### config.mk
export PLATFORM = sky130hd
export DESIGN_NAME = turbo_encoder
export DESIGN_NICKNAME = d
export VERILOG_FILES = /design/src/rtl/turbo_pkg.sv /design/src/rtl/rsc_encoder.sv /design/src/rtl/turbo_encoder.sv
export SDC_FILE = /design/constraint.sdc
export NUM_CORES = 1
export LEC_CHECK = 0
export CORE_MARGIN = 2
export CORE_UTILIZATION = 40
export CTS_BUF_LIST = sky130_fd_sc_hd__clkbuf_4 sky130_fd_sc_hd__clkbuf_8
export CTS_CLUSTER_DIAMETER = 60
export DETAILED_ROUTE_END_ITERATION = 8
export PLACE_DENSITY = 0.61
export SLEW_MARGIN = 0
export SYNTH_ARGS = -nofsm -noshare
export SYNTH_HDL_FRONTEND = slang
export SYNTH_SLANG_ARGS = --single-unit
### constraint.sdc
create_clock -name clk_p_i -period 5.8 [get_ports clk_p_i]
set_clock_uncertainty 0.15 [all_clocks]
set_input_delay 1.16 -clock clk_p_i [delete_from_list [all_inputs] [get_ports clk_p_i]]
set_output_delay 1.16 -clock clk_p_i [all_outputs]
set_load 0.02 [all_outputs]
### src/rtl/turbo_pkg.sv
// Shared turbo-code constants: block geometry, FSM states, interleaver and RSC generators.
// The matching Decoder block imports this package as well.
package turbo_pkg;
  localparam int INPUT_SIZE  = 5;
  localparam int EXTEND_SIZE = INPUT_SIZE + 2;
  localparam int BLOCK_SIZE  = 3 * EXTEND_SIZE;

  localparam logic [2:0] G_FB = 3'o7;
  localparam logic [2:0] G_FF = 3'o5;

  // itl[k] = sys[ITL_PERM[k]], i.e. 3k mod 7
  localparam logic [2:0] ITL_PERM [EXTEND_SIZE] = '{3'd0, 3'd3, 3'd6, 3'd2, 3'd5, 3'd1, 3'd4};

  typedef enum logic [1:0] {S_IDLE, S_ENC1, S_ENC2, S_OUT} state_t;
endpackage

### src/rtl/rsc_encoder.sv
// Recursive systematic convolutional encoder (feedback G_FB, feedforward G_FF), one step per cycle.
// term replaces u with the feedback sum so the register drains to zero.
module rsc_encoder
  import turbo_pkg::*;
(
  input  logic clk,
  input  logic rst,
  input  logic clr,
  input  logic en,
  input  logic term,
  input  logic u,
  output logic sys_o,
  output logic par_o
);
  logic s1, s2, fb, uin, a;

  always_comb begin
    fb    = (G_FB[1] & s1) ^ (G_FB[0] & s2);
    uin   = term ? fb : u;
    a     = (G_FB[2] & uin) ^ fb;
    sys_o = uin;
    par_o = (G_FF[2] & a) ^ (G_FF[1] & s1) ^ (G_FF[0] & s2);
  end

  always_ff @(posedge clk) begin
    if (rst || clr) begin
      s1 <= 1'b0;
      s2 <= 1'b0;
    end else if (en) begin
      s1 <= a;
      s2 <= s1;
    end
  end
endmodule

### src/rtl/turbo_encoder.sv
// Rate-1/3 bit-serial turbo encoder: natural-order RSC pass, then interleaved-order pass,
// codeword packed {sys, par1, par2} with bit (base+k) = trellis step k.
module turbo_encoder
  import turbo_pkg::*;
(
  input  logic                  clk_p_i,
  input  logic                  reset_p_i,
  input  logic [INPUT_SIZE-1:0] data_i,
  input  logic                  in_valid_i,
  output logic                  in_ready_o,
  output logic [BLOCK_SIZE-1:0] data_o,
  output logic                  out_valid_o,
  input  logic                  out_ready_i
);
  localparam logic [2:0] LAST_STEP = 3'(EXTEND_SIZE - 1);

  state_t                 state;
  logic [2:0]             step;
  logic [INPUT_SIZE-1:0]  msg;
  logic [EXTEND_SIZE-1:0] sys, par1, par2;
  logic                   last, rsc_clr, rsc_en, rsc_term, rsc_u, sys_bit, par_bit;

  always_comb begin
    last     = (step == LAST_STEP);
    rsc_clr  = (state == S_IDLE) || (state == S_ENC1 && last);
    rsc_en   = (state == S_ENC1) || (state == S_ENC2);
    rsc_term = (state == S_ENC1) && (step >= 3'(INPUT_SIZE));
    // sys is complete and frozen during the second pass, so it can be read out of order
    rsc_u    = (state == S_ENC1) ? msg[0] : sys[ITL_PERM[step]];
  end

  rsc_encoder u_rsc (
    .clk   (clk_p_i),
    .rst   (reset_p_i),
    .clr   (rsc_clr),
    .en    (rsc_en),
    .term  (rsc_term),
    .u     (rsc_u),
    .sys_o (sys_bit),
    .par_o (par_bit)
  );

  always_ff @(posedge clk_p_i) begin
    if (reset_p_i) begin
      state       <= S_IDLE;
      in_ready_o  <= 1'b0;
      out_valid_o <= 1'b0;
      data_o      <= '0;
      step        <= '0;
      msg         <= '0;
      sys         <= '0;
      par1        <= '0;
      par2        <= '0;
    end else begin
      case (state)
        S_IDLE: begin
          in_ready_o <= 1'b1;
          if (in_valid_i && in_ready_o) begin
            msg        <= data_i;
            step       <= '0;
            in_ready_o <= 1'b0;
            state      <= S_ENC1;
          end
        end
        S_ENC1: begin
          sys  <= {sys_bit, sys[EXTEND_SIZE-1:1]};
          par1 <= {par_bit, par1[EXTEND_SIZE-1:1]};
          msg  <= {1'b0, msg[INPUT_SIZE-1:1]};
          if (last) begin
            step  <= '0;
            state <= S_ENC2;
          end else begin
            step <= step + 3'd1;
          end
        end
        S_ENC2: begin
          par2 <= {par_bit, par2[EXTEND_SIZE-1:1]};
          if (last) begin
            step        <= '0;
            data_o      <= {sys, par1, par_bit, par2[EXTEND_SIZE-1:1]};
            out_valid_o <= 1'b1;
            state       <= S_OUT;
          end else begin
            step <= step + 3'd1;
          end
        end
        S_OUT: begin
          if (out_ready_i) begin
            out_valid_o <= 1'b0;
            in_ready_o  <= 1'b1;
            state       <= S_IDLE;
          end
        end
        default: state <= S_IDLE;
      endcase
    end
  end
endmodule

==> metrics.cfg, run 1 <==
[floorplan]
ios = 32
fp.coreArea_mm2 = 0.00561
die_area_mm2 = 0.00652
fp.dieH_um = 80.7
initial_core_util_pct = 42.0
die_x_um = 80.7
num_rows = 27

[final_layout]
final_cell_mix = dfxtp_1, nand2_1, nor2_1, a21oi_1, clkdlybuf4s50_1
drive_gt1_share_pct = 6.35
layout_commonest_cell = dfxtp_1
post-route-util_pct = 49.6
final_area_mm2 = 0.00278
fin_cells = 371
nNetsFinal = 311
area_growth_pct = 18.0
diodes = 0

[timing]
setup_tns_ns = 0
period_share_pct = 44.9
rsz0062_at_grt = false
max_freq_ghz = 0.384
slew_viol_final = 0
setup_viol = 0
maxSlewHeadroom_pct = 34.4
timing_hold_violations_final = 0
period_needed_ns = 2.60
tightest_slew_ns = 0.984

[route]
vias_per_cell = 4.94
detailroute.via_count = 1832
first_pass_iters = 4
drt_iter0_drc = 109
drc = 0
wire_per_inst_um = 12.0
drt_wl_total_mm = 4.47
postRouteAntennaNets = 0

[clock_network]
post_cts_resized = 0
clk_latency_ns = 0.31
postCtsSetupBuffers = 0
cts_tree = yes
htree_levels = 2
cts_buffer_depth = 2
postCtsHoldBufs = 0
numCtsBuffers = 5
path_clk_slew_ns = 0.10
clock_sinks = 55
clockRootBuffer = clkbuf_8

[place]
dp_hpwl_mm = 2.89
port_buffers = 31
placed_cells = 363
placed_area_mm2 = 0.00269
finalWeightedCongestion = 0.728

[synth]
synth_compound_area_share_pct = 12.2
synth_top_family_by_area = simple AND/OR/NAND/NOR gates
netlist_instances = 278
ys_warn_count = 0
ys_seq_elements = 55
synth_area_mm2 = 0.00235
syn_avg_cell_area_um2 = 8.47
synth-edff-count = 0
synth_cell_types = 37
async_flop_share_pct = 0
seq_area_frac_synth_pct = 46.8
synth_nets = 291
synth_simple_gate_area_share_pct = 20.9
synth_xor_area_share_pct = 1.49
synthFlopType = dfxtp_1
synth.area.mux_share_pct = 12.2
synth_adder_area_share_pct = 2.13

[setup_path]
critPathBufInv = 1
cp_slowest_cell = clkdlybuf4s50_1
critical_path_class = reg -> out
crit_family = buffers and inverters
crit_required_ns = 4.49
cp.arrival_ns = 1.29
critPathMaxFanout = 3
cp-start-kind = register
cp_slowest_stage_delay_ns = 0.62
crit_chain = clkdlybuf4s50_1
endpoint_kind = primary output

[grt]
grt_use_total_pct = 15.1
grt_first_pass_wirelength_mm = 7.71
grt_antenna_before_repair = 0
grt_max_degree = 57
grt_pass1_vias = 1703
grt-ovfl-total = 0

[worst_hold_path]
hp-class = reg -> reg

[pwr]
ir_worst_vdd_mv = 0.161
totalPowerFinal_uw = 900
cellPowerDensity_mw_per_mm2 = 324
p_leak_uw = 0.000957

[outcome]
outcome = complete, no violations

[run]
cap_violations = 0

==> stage by stage <==
step	hold WS (ns)	setup slack, ns
after detailed placement	0.296	3.18
final	0.307	3.20
after global routing	0.339	3.15
after floorplan	0.281	3.77
after global placement	0.293	3.20
after CTS	0.310	3.19
==> metal layers <==
layer,vias to the layer above,GRT usage (%),wire [µm]
met2,27,24.9,2000
li1,962,-,-
met4,0,5.59,77
met1,838,19.4,2270
met5,-,0,0
met3,5,3.37,119
==> layout make-up <==
type	count	area, µm²
well taps	72	90.1
flip-flops and latches	55	1100
inverters	6	22.5
clock inverters	2	16.3
repair buffers	33	320
clock buffers	6	76.3
fillers	577	2830
multi-input cells	197	1150
==> worst min-delay path: stages (launching register included) <==
cell,delay (ns)
dfxtp_1,0.32
nand2_1,0.05
a21oi_1,0.05
==> flip-flops by register name, indices dropped and copies added (netlist names) <==
| name | count |
|---|---|
| data_o | 21 |
| par1 | 7 |
| sys | 7 |
| par2 | 6 |
| msg | 5 |
| step | 3 |
| state | 2 |
| in_ready_o | 1 |
| out_valid_o | 1 |
| u_rsc.s1 | 1 |
| u_rsc.s2 | 1 |
==> power breakdown <==
part / total [µW] / internal [µW] / switching, µW
sequential: 417 / 397 / 20.2
clock: 217 / 91.7 / 125
combinational: 266 / 118 / 148
==> worst paths after layout <==
path,cells past startpoint,from,slack (ns),to
max,1,out_valid_o,3.20,out_valid_o
min reg2reg,2,data_o[8],0.31,data_o[8]
max reg2reg,4,state[0],3.48,data_o[6]
min,2,data_o[8],0.31,data_o[8]
==> cell usage after synthesis (2+ instances only) <==
master    instances  area, µm²
xor2_1            2       17.5
inv_1             6       22.5
nand3_1           2       10.0
buf_2             3       15.0
o41ai_1           2       17.5
nand3b_1          3       22.5
nor3b_1           2       15.0
a21oi_1          31        155
nor3_1            2       10.0
o21ai_0           7       35.0
nor2b_1           4       25.0
buf_1             2       7.51
xnor2_1           2       17.5
clkbuf_1         15       56.3
nand2_1          53        199
ha_1              4       50.1
dfxtp_1          55       1100
o21ai_1           2       10.0
mux2_2            2       22.5
nor2_1           38        143
mux2i_1          25        250
==> cells by family (layout without fill, tap and decap cells) <==
logic type	Yosys count	after routing
compound gates	50	50
xor+xnor	4	4
fa+ha+maj	4	4
buf+inv	26	47
flops	55	55
mux	28	28
simple gates	111	111
(Power assumes the default switching activity.)
==> run 2: changes to the inputs <==
- clock period: 5.8 -> 2.6 ns (I/O delays scaled with it)
==> run 2 against run 1 <==
Effect of this change: non-clock buffer count grew 5; combinational power rose by 130%; hold slack got worse by 0.00056 ns; global-route usage up 0.13 points; wire length grew 3.5%; highest routed layer unchanged; critical path type is now reg -> reg; critical path depth up 4; clock power up 120%; final cell count is 1.3% higher; utilization up 0.60 points; largest power group unchanged.
==> metrics.cfg, run 2 (synthesis gave the netlist of run 1 again) <==
[outcome]
outcome = complete, no violations  ; unchanged

[floorplan]
die_area_mm2 = 0.00652  ; unchanged
initial_core_util_pct = 42.0  ; unchanged
fp.dieH_um = 80.7  ; unchanged
ios = 32  ; unchanged
fp.coreArea_mm2 = 0.00561  ; unchanged
die_x_um = 80.7  ; unchanged
num_rows = 27  ; unchanged

[setup_path]
cp-start-kind = register  ; unchanged
rr_startpoint = step[2]  ; was state[0]
crit_required_ns = 2.66  ; was 4.49 ns
r2r_end = par2[6]  ; was data_o[6]
cp-endpoint = par2[6]  ; was out_valid_o
cp.arrival_ns = 2.21  ; was 1.29 ns
r2r_cells = 5  ; was 4
crit_start = step[2]  ; was out_valid_o
cp_slowest_stage_delay_ns = 0.57  ; was 0.62 ns
rrSetupSlack_ns = 0.45  ; was 3.48 ns
cp_slowest_cell = dfxtp_1  ; was clkdlybuf4s50_1
critPathMaxFanout = 13  ; was 3
endpoint_kind = register  ; was primary output
crit_chain = nor3_1 > o21a_1 > nor4_2 > mux2_4 > o41ai_1  ; was clkdlybuf4s50_1
critical_path_class = reg -> reg  ; was reg -> out

[pwr]
p_leak_uw = 0.000981  ; was 0.000957 µW
ir_worst_vdd_mv = 0.338  ; was 0.161 mV
totalPowerFinal_uw = 2020  ; was 900 µW
cellPowerDensity_mw_per_mm2 = 719  ; was 324 mW/mm²

[clock_network]
cts_tree = yes  ; unchanged
postCtsHoldBufs = 0  ; unchanged
clock_sinks = 55  ; unchanged
htree_levels = 2  ; unchanged
numCtsBuffers = 5  ; unchanged
cts_buffer_depth = 2  ; unchanged
clk_latency_ns = 0.31  ; about the same
post_cts_resized = 0  ; unchanged
postCtsSetupBuffers = 0  ; unchanged
clockRootBuffer = clkbuf_8  ; unchanged
path_clk_slew_ns = 0.10  ; about the same

[final_layout]
largestRegisters = data_o (21), par1 (7), sys (7)  ; unchanged
layout_commonest_cell = dfxtp_1  ; unchanged
fin_cells = 376  ; was 371
largest_reg_flops = 21  ; unchanged
final_cell_mix = dfxtp_1, nand2_1, nor2_1, a21oi_1, clkdlybuf4s50_1  ; unchanged
diodes = 0  ; unchanged
multi_input_area_mm2 = 0.00115  ; unchanged
nNetsFinal = 316  ; was 311
area_growth_pct = 19.4  ; was 18.0%
drive_gt1_share_pct = 7.89  ; was 6.35%
fillCellCount = 578  ; was 577
regMostFlops = data_o  ; unchanged
seqCellArea_mm2 = 0.00110  ; unchanged

[grt]
grt_max_degree = 23  ; was 57
grt_first_pass_wirelength_mm = 7.73  ; was 7.71 mm
grt_pass1_vias = 1666  ; was 1703
grt_antenna_before_repair = 0  ; unchanged
grt_use_total_pct = 15.2  ; was 15.1%
grt-ovfl-total = 0  ; unchanged

[timing]
maxSlewHeadroom_pct = 71.5  ; was 34.4%
tightest_slew_ns = 0.427  ; was 0.984 ns
setup_viol = 0  ; unchanged
period_needed_ns = 2.15
setup_tns_ns = 0  ; unchanged
max_freq_ghz = 0.465
rsz0062_at_grt = false  ; unchanged
setup_slack_ns = 0.451  ; was 3.20 ns
period_share_pct = 82.7
timing_hold_violations_final = 0  ; unchanged
slew_viol_final = 0  ; unchanged

[route]
drt_wl_total_mm = 4.62  ; was 4.47 mm
drt_iter0_drc = 122  ; was 109
postRouteAntennaNets = 0  ; unchanged
vias_per_cell = 4.98  ; was 4.94
drc = 0  ; unchanged
detailroute.via_count = 1871  ; was 1832
wire_per_inst_um = 12.3  ; was 12.0 µm
first_pass_iters = 4  ; unchanged

[place]
dp_hpwl_mm = 3.14  ; was 2.89 mm
placed_cells = 368  ; was 363
finalWeightedCongestion = 0.748  ; was 0.728
port_buffers = 31  ; unchanged
pre_cts_ws_ns = 0.463  ; was 3.18 ns

[worst_hold_path]
hp-class = reg -> reg  ; unchanged

[run]
cap_violations = 0  ; unchanged

-- run 2: metal layers --
layer  global-route usage (%)  part of all wire (%)  up-vias
met5                        0                     0        -
met4                     6.10                   1.9        0
met2                     23.8                    46       30
li1                         -                     -      979
met1                     20.6                    49      855
met3                     3.26                   3.4        7
-- run 2: critical path, delay by kind of cell, from the launching register on --
kind | cells | cell delay [ns]
multiplexers | 1 | 0.35
flip-flops | 1 | 0.57
AND/OR/NAND/NOR | 2 | 0.51
AO/OA/AOI/OAI | 2 | 0.48
-- run 2: worst min-delay path by stage --
stage	from	endpoint	slack, ns	cells past startpoint
after detailed placement	par2[1]	data_o[0]	0.30	2
after global routing	par2[1]	data_o[0]	0.32	2
after CTS	data_o[7]	data_o[7]	0.31	2
after floorplan	par2[1]	data_o[0]	0.28	2
after global placement	data_o[16]	data_o[16]	0.29	2
final	data_o[7]	data_o[7]	0.31	2
-- run 2: cell type report --
type | count | area share [%]
repair buffers | 38 | 12.7
multi-input cells | 197 | 41.0
well taps | 72 | 3.20
flip-flops and latches | 55 | 39.1
inverters | 6 | 0.801
clock buffers | 6 | 2.71
clock inverters | 2 | 0.445
-- run 2: per-stage QoR --
step                      hold slack, ns  utilization [%]  instance area [µm²]
after detailed placement           0.295             48.6                 2720
after global placement             0.294             48.6                 2720
after global routing               0.325             50.2                 2810
after CTS                          0.310             50.2                 2810
final                              0.306             50.2                 2810
after floorplan                    0.281                -                 2350
-- run 2: power breakdown --
group / internal [µW] / leakage [µW] / switching [µW]
logic: 278 / 0.000492 / 335
clock network: 200 / 0.0000446 / 281
registers: 885 / 0.000444 / 44.9
==> run 3: changes to the inputs <==
- PLACE_DENSITY: 0.61 -> 0.64
- clock period: 2.6 -> 1.75 ns (I/O delays scaled with it)
==> run 3 against run 2 <==
Effect of this change: non-clock buffer count grew 18; global-route usage grew 0.73 points; final cell count grew 4.8%; register-to-register slack lost 0.44 ns; worst setup slack lost 0.44 ns.
==> metrics.cfg, run 3 (synthesis gave the netlist of run 1 again) <==
[timing]
rsz0062_at_grt = true  ; was false
slew_viol_final = 0  ; unchanged
period_share_pct = 99.5  ; was 82.7%
max_freq_ghz = 0.574  ; was 0.465 GHz
maxSlewHeadroom_pct = 71.5  ; about the same
period_needed_ns = 1.74  ; was 2.15 ns
whs_ns = 0.298  ; was 0.306 ns
tightest_slew_ns = 0.428  ; was 0.427 ns
timing_hold_violations_final = 0  ; unchanged
setup_viol = 0  ; unchanged

[grt]
use_met3_pct = 3.03  ; was 3.26%
grt_pass1_vias = 1788  ; was 1666
grt_antenna_before_repair = 0  ; unchanged
grt-ovfl-total = 0  ; unchanged
grt_busiest_layer = met2  ; unchanged
grt_use_met2_pct = 26.2  ; was 23.8%
use_met1_pct = 21.3  ; was 20.6%
grt_max_degree = 23  ; unchanged
grt_first_pass_wirelength_mm = 8.22  ; was 7.73 mm
grt_use_total_pct = 16.0  ; was 15.2%

[place]
placed_cells = 386  ; was 368
dp_hpwl_mm = 3.47  ; was 3.14 mm
finalWeightedCongestion = 0.776  ; was 0.748
placed_area_mm2 = 0.00290  ; was 0.00272 mm²
port_buffers = 31  ; unchanged

[route]
drt_wl_total_mm = 4.80  ; was 4.62 mm
detailroute.via_count = 1944  ; was 1871
vias_per_cell = 4.93  ; was 4.98
wire_per_inst_um = 12.2  ; was 12.3 µm
postRouteAntennaNets = 0  ; unchanged
drc = 0  ; unchanged
first_pass_iters = 4  ; unchanged
drt_iter0_drc = 71  ; was 122

[final_layout]
largestRegisters = data_o (21), par1 (7), sys (7)  ; unchanged
multi_input_area_mm2 = 0.00125  ; was 0.00115 mm²
layout_commonest_cell = nand2_1  ; was dfxtp_1
nNetsFinal = 334  ; was 316
largest_reg_flops = 21  ; unchanged
diodes = 0  ; unchanged
drive_gt1_share_pct = 16.8  ; was 7.89%
fillCellCount = 577  ; was 578
post-route-util_pct = 54.6  ; was 50.2%
seqCellArea_mm2 = 0.00111  ; was 0.00110 mm²
area_growth_pct = 30.0  ; was 19.4%
final_cell_mix = nand2_1, dfxtp_1, nor2_1, a21oi_1, mux2i_1  ; was dfxtp_1, nand2_1, nor2_1, a21oi_1, clkdlybuf4s50_1
fin_cells = 394  ; was 376
final_area_mm2 = 0.00306  ; was 0.00281 mm²
regMostFlops = data_o  ; unchanged

[clock_network]
numCtsBuffers = 5  ; unchanged
postCtsHoldBufs = 0  ; unchanged
path_clk_slew_ns = 0.10  ; about the same
cts_tree = yes  ; unchanged
postCtsSetupBuffers = 0  ; unchanged
htree_levels = 2  ; unchanged
clockRootBuffer = clkbuf_8  ; unchanged
clock_sinks = 55  ; unchanged
clk_latency_ns = 0.31  ; about the same
cts_buffer_depth = 2  ; unchanged

[floorplan]
num_rows = 27  ; unchanged
fp.dieH_um = 80.7  ; unchanged
die_area_mm2 = 0.00652  ; unchanged
initial_core_util_pct = 42.0  ; unchanged
die_x_um = 80.7  ; unchanged
ios = 32  ; unchanged
fp.coreArea_mm2 = 0.00561  ; unchanged

[worst_hold_path]
hp-class = in -> reg  ; was reg -> reg
holdPathStages = 2  ; unchanged

[setup_path]
r2r_cells = 4  ; was 5
crit_chain = and4bb_2 > nor4_4 > mux2_4 > o41ai_2  ; was nor3_1 > o21a_1 > nor4_2 > mux2_4 > o41ai_1
crit_required_ns = 1.82  ; was 2.66 ns
cp-start-kind = register  ; unchanged
cp_slowest_stage_delay_ns = 0.38  ; was 0.57 ns
critPathBufInv = 0  ; unchanged
critical_path_class = reg -> reg  ; unchanged
cp.arrival_ns = 1.81  ; was 2.21 ns
crit_family = simple AND/OR/NAND/NOR gates  ; was flip-flops
cp.depth = 4  ; was 5
critPathMaxFanout = 4  ; was 13
cp_slowest_cell = dfxtp_4  ; was dfxtp_1
endpoint_kind = register  ; unchanged

[outcome]
outcome = complete, no violations  ; unchanged

[pwr]
ir_worst_vdd_mv = 0.682  ; was 0.338 mV
p_clk_share_pct = 25.6  ; was 23.7%
swShare_pct = 31.5  ; was 32.7%
internal-power_uw = 2340  ; was 1360 µW
cellPowerDensity_mw_per_mm2 = 1120  ; was 719 mW/mm²
combPwrFrac_pct = 34.0  ; was 30.3%
p_leak_uw = 0.00122  ; was 0.000981 µW
p_sw_uw = 1080  ; was 661 µW
power_frac_seq_pct = 40.4  ; was 45.9%

[run]
cap_violations = 0  ; unchanged

run 3: power by group through the flow:
stage / registers [µW] / clock network, µW / logic [µW]
6_report: 1380 / 877 / 1160
5_1_grt: 1390 / 940 / 1280
4_1_cts: 1370 / 895 / 1060
3_5_place_dp: 1400 / 0 / 1050
3_3_place_gp: 1400 / 0 / 1040
2_1_floorplan: 1390 / 0 / 767
run 3: stage by stage:
| step | TNS (ns) | total power (µW) | worst slack (ns) |
|---|---|---|---|
| floorplan | 0 | 2160 | 0.00171 |
| global placement | 0 | 2440 | 0.0297 |
| detailed placement | -0.0577 | 2450 | -0.0422 |
| CTS | -0.0298 | 3330 | -0.0234 |
| global route | -0.0806 | 3610 | -0.0508 |
| finish | 0 | 3420 | 0.00865 |
run 3: final timing paths:
path | start | endpoint | slack, ns
min reg2reg | data_o[15] | data_o[15] | 0.31
max | step[1] | data_o[6] | 0.009
max reg2reg | step[1] | data_o[6] | 0.009
min | reset_p_i | par2[2] | 0.30
run 3: per-layer routing:
| metal | wire length, µm | vias up | share of wire (%) |
|---|---|---|---|
| met5 | 0 | - | 0 |
| met4 | 61 | 0 | 1.3 |
| met3 | 142 | 6 | 3.0 |
| met2 | 2280 | 30 | 47 |
| met1 | 2320 | 897 | 48 |
| li1 | - | 1011 | - |
run 3: layout make-up:
type | instances | area share (%)
timing repair buffer | 56 | 15.6
multi-input combinational | 197 | 40.8
sequential | 55 | 36.2
inverter | 6 | 0.736
tap | 72 | 2.94
clock inverter | 2 | 1.27
clock buffer | 6 | 2.49
run 3: timing repair:
item / CTS / global route
resized for setup: 29 / 11
pin swaps: 2 / 2
endpoints found under the setup margin: 25 / 21
run 3: worst reg2reg max path: cells and delay by family, from the launching register on:
kind	cells	cell delay, ns
muxes	1	0.35
AOI/OAI and AO/OA	1	0.19
and+or+nand+nor	2	0.58
DFF	1	0.38
==> edit, RTL diff (settings of run 2) <==
Reset style: asynchronous (`reset_p_i`), changed in one clocked block.
--- a/src/rtl/turbo_encoder.sv
+++ b/src/rtl/turbo_encoder.sv
@@ -42,3 +42,3 @@
 
-  always_ff @(posedge clk_p_i) begin
+  always_ff @(posedge clk_p_i or posedge reset_p_i) begin
     if (reset_p_i) begin
Formal check against the unedited RTL: differs if reset_p_i is asserted again (counterexample within 4 cycles, from zero or initial values and one cycle with reset_p_i high); with reset_p_i held inactive, the same outputs for 10 cycles.
==> edit against run 2 <==
Setup slack better by 52 ps. Count of clock-buffer cells in the layout is 1 lower. Utilization is 0.20 points higher. Routed wire length is 9.9% lower. Area after synthesis is 7.0% higher. Sequential share of layout area is 6.1 points higher. Cell count is 15% lower. Cell area is 7.3% higher. Sequential cell count stayed put. First-iteration DRC count is 46% lower.
Power is not compared: it rests on default switching activity, and its combinational part moved more than twofold at a synthesized area within 25%.
==> edit: results (changes against run 2) <==
The per-instance average area after synthesis was 11.9 um^2 (+41%); the part of the Yosys area used for sequential elements was 54.2% (+7.5 points). The run finished with clean final reports. The multi-input gate share of total cell area was 34.8% (-6.1 points); the number of placed cells counting well taps was 312 (-15%). The number of non-clock inverters in the layout is 11 (+5), and the count of multi-input combinational gates is 133 (-32%).

The number of clock buffers in the layout was 5 (-1). Met3 global-route usage: 2.58% (-0.67 points). The detailed placement HPWL is 2930 um (-6.8%).

The sequential cell area was 0.00137 mm^2 (+24%); the biggest fanout along the worst timing path was 16 (+3). The logs give 7580 um (-2.0%) for the global-route wire length before repair and 18.8% (-1.8 points) for the global routing met1 resource utilization. The share of final-layout standard cells stronger than drive strength 1 is 16.7% (+8.8 points).

The layout net count is 257 (-19%). In the synthesized netlist, the cells that appear most often are sky130_fd_sc_hd__dfrtp_1 (53), sky130_fd_sc_hd__nand2_1 (20), sky130_fd_sc_hd__mux2_1 (18), sky130_fd_sc_hd__mux2_2 (18), sky130_fd_sc_hd__o21ai_0 (14). The antenna diode count is 0 (unchanged). Among all flip-flop cells after synthesis, the most frequent one is sky130_fd_sc_hd__dfrtp_1. The final hold slack is 341 ps (+34.3 ps), and the worst path arrival time is 2190 ps (-20 ps). The flop and latch count out of synthesis works out to 55 (unchanged).

Wire length on met2: 1780 um (-16%). The count of unique library cells instantiated by Yosys was 50 (+35%). The power per cell area came out at 1200 mW/mm^2.

The logs give 0 (unchanged) for the count of yosys warnings during synthesis and 517 ps (+53.6 ps) for the worst-case setup slack after placement. The logs give 2180 um (-3.6%) for the routed metal-1 wire length and 1650 (-0.96%) for the number of global-route vias before repair. The average via count per standard cell is 5.09 (+2.4%), and the fraction of cell area in non-clock buffers is 12.4% (-0.28 points). Compared with the post-synthesis result, the final layout area differs by 19.7%. The post-route non-filler standard cell count is 320 (-15%), and the fraction of area in clock buffers and inverters is 2.94% (-0.21 points).

The worst setup slack for register-to-register paths was 500 ps (+50 ps). The number of DRC markers in iteration 0 was 66 (-46%); the proportion of netlist area held by the largest area contributor was 52.6% (+5.9 points). For the met2 capacity usage during global routing, the log shows 19.8% (-4.0 points). The required time at the worst-slack endpoint was 2700 ps (+40 ps); the pin count of the biggest net entering global routing was 34 (+48%).
[edit: cell count changes in the layout (fill, tap and decap cells not counted), sizes merged, moves of 4 or more]
| cell | change |
|---|---|
| dfxtp | -53 |
| nand2 | -32 |
| inv | +5 |
| o21ai | +7 |
| mux2i | -20 |
| dfrtp | +53 |
| a211o | +4 |
| nor2 | -35 |
| mux2 | +33 |
| a21oi | -28 |
[edit: cell families (layout without fill, tap and decap cells)]
family	count (synthesis)	in the layout	synth area share, %
adder cells (fa/ha/maj)	4	4	1.99
buffers and inverters	23	57	4.07
AND/OR/NAND/NOR	44	44	8.84
multiplexers	41	41	18.1
AO/OA/AOI/OAI	42	42	12.1
flip-flops	55	55	54.2
XOR/XNOR	2	2	0.695
[edit: final timing paths]
path	from	to	cells after the start
hold / removal	msg[2]$_DFFE_PP0P_	msg[2]$_DFFE_PP0P_	2
setup / recovery	state[1]$_DFFE_PP0P_	par2[6]$_DFFE_PP0P_	7
setup reg to reg	state[1]$_DFFE_PP0P_	par2[6]$_DFFE_PP0P_	7
min in group asynchronous	reset_p_i	par2[6]$_DFFE_PP0P_	3
max in group asynchronous	reset_p_i	sys[3]$_DFFE_PP0P_	3
hold reg to reg	msg[2]$_DFFE_PP0P_	msg[2]$_DFFE_PP0P_	2
[edit: power by group]
part | internal, uW | switching [uW]
clock network | 188 | 272
registers | 1220 | 282
logic | 854 | 817
total | 2260 | 1370
[edit: critical path, cell delays in order, from the launching register on]
cell and delay (ps):
sky130_fd_sc_hd__dfrtp_1 400, sky130_fd_sc_hd__inv_1 80, sky130_fd_sc_hd__ha_1 220, sky130_fd_sc_hd__buf_4 210
sky130_fd_sc_hd__a311o_1 330, sky130_fd_sc_hd__a211o_1 290, sky130_fd_sc_hd__a211o_1 300, sky130_fd_sc_hd__nand3_1 60
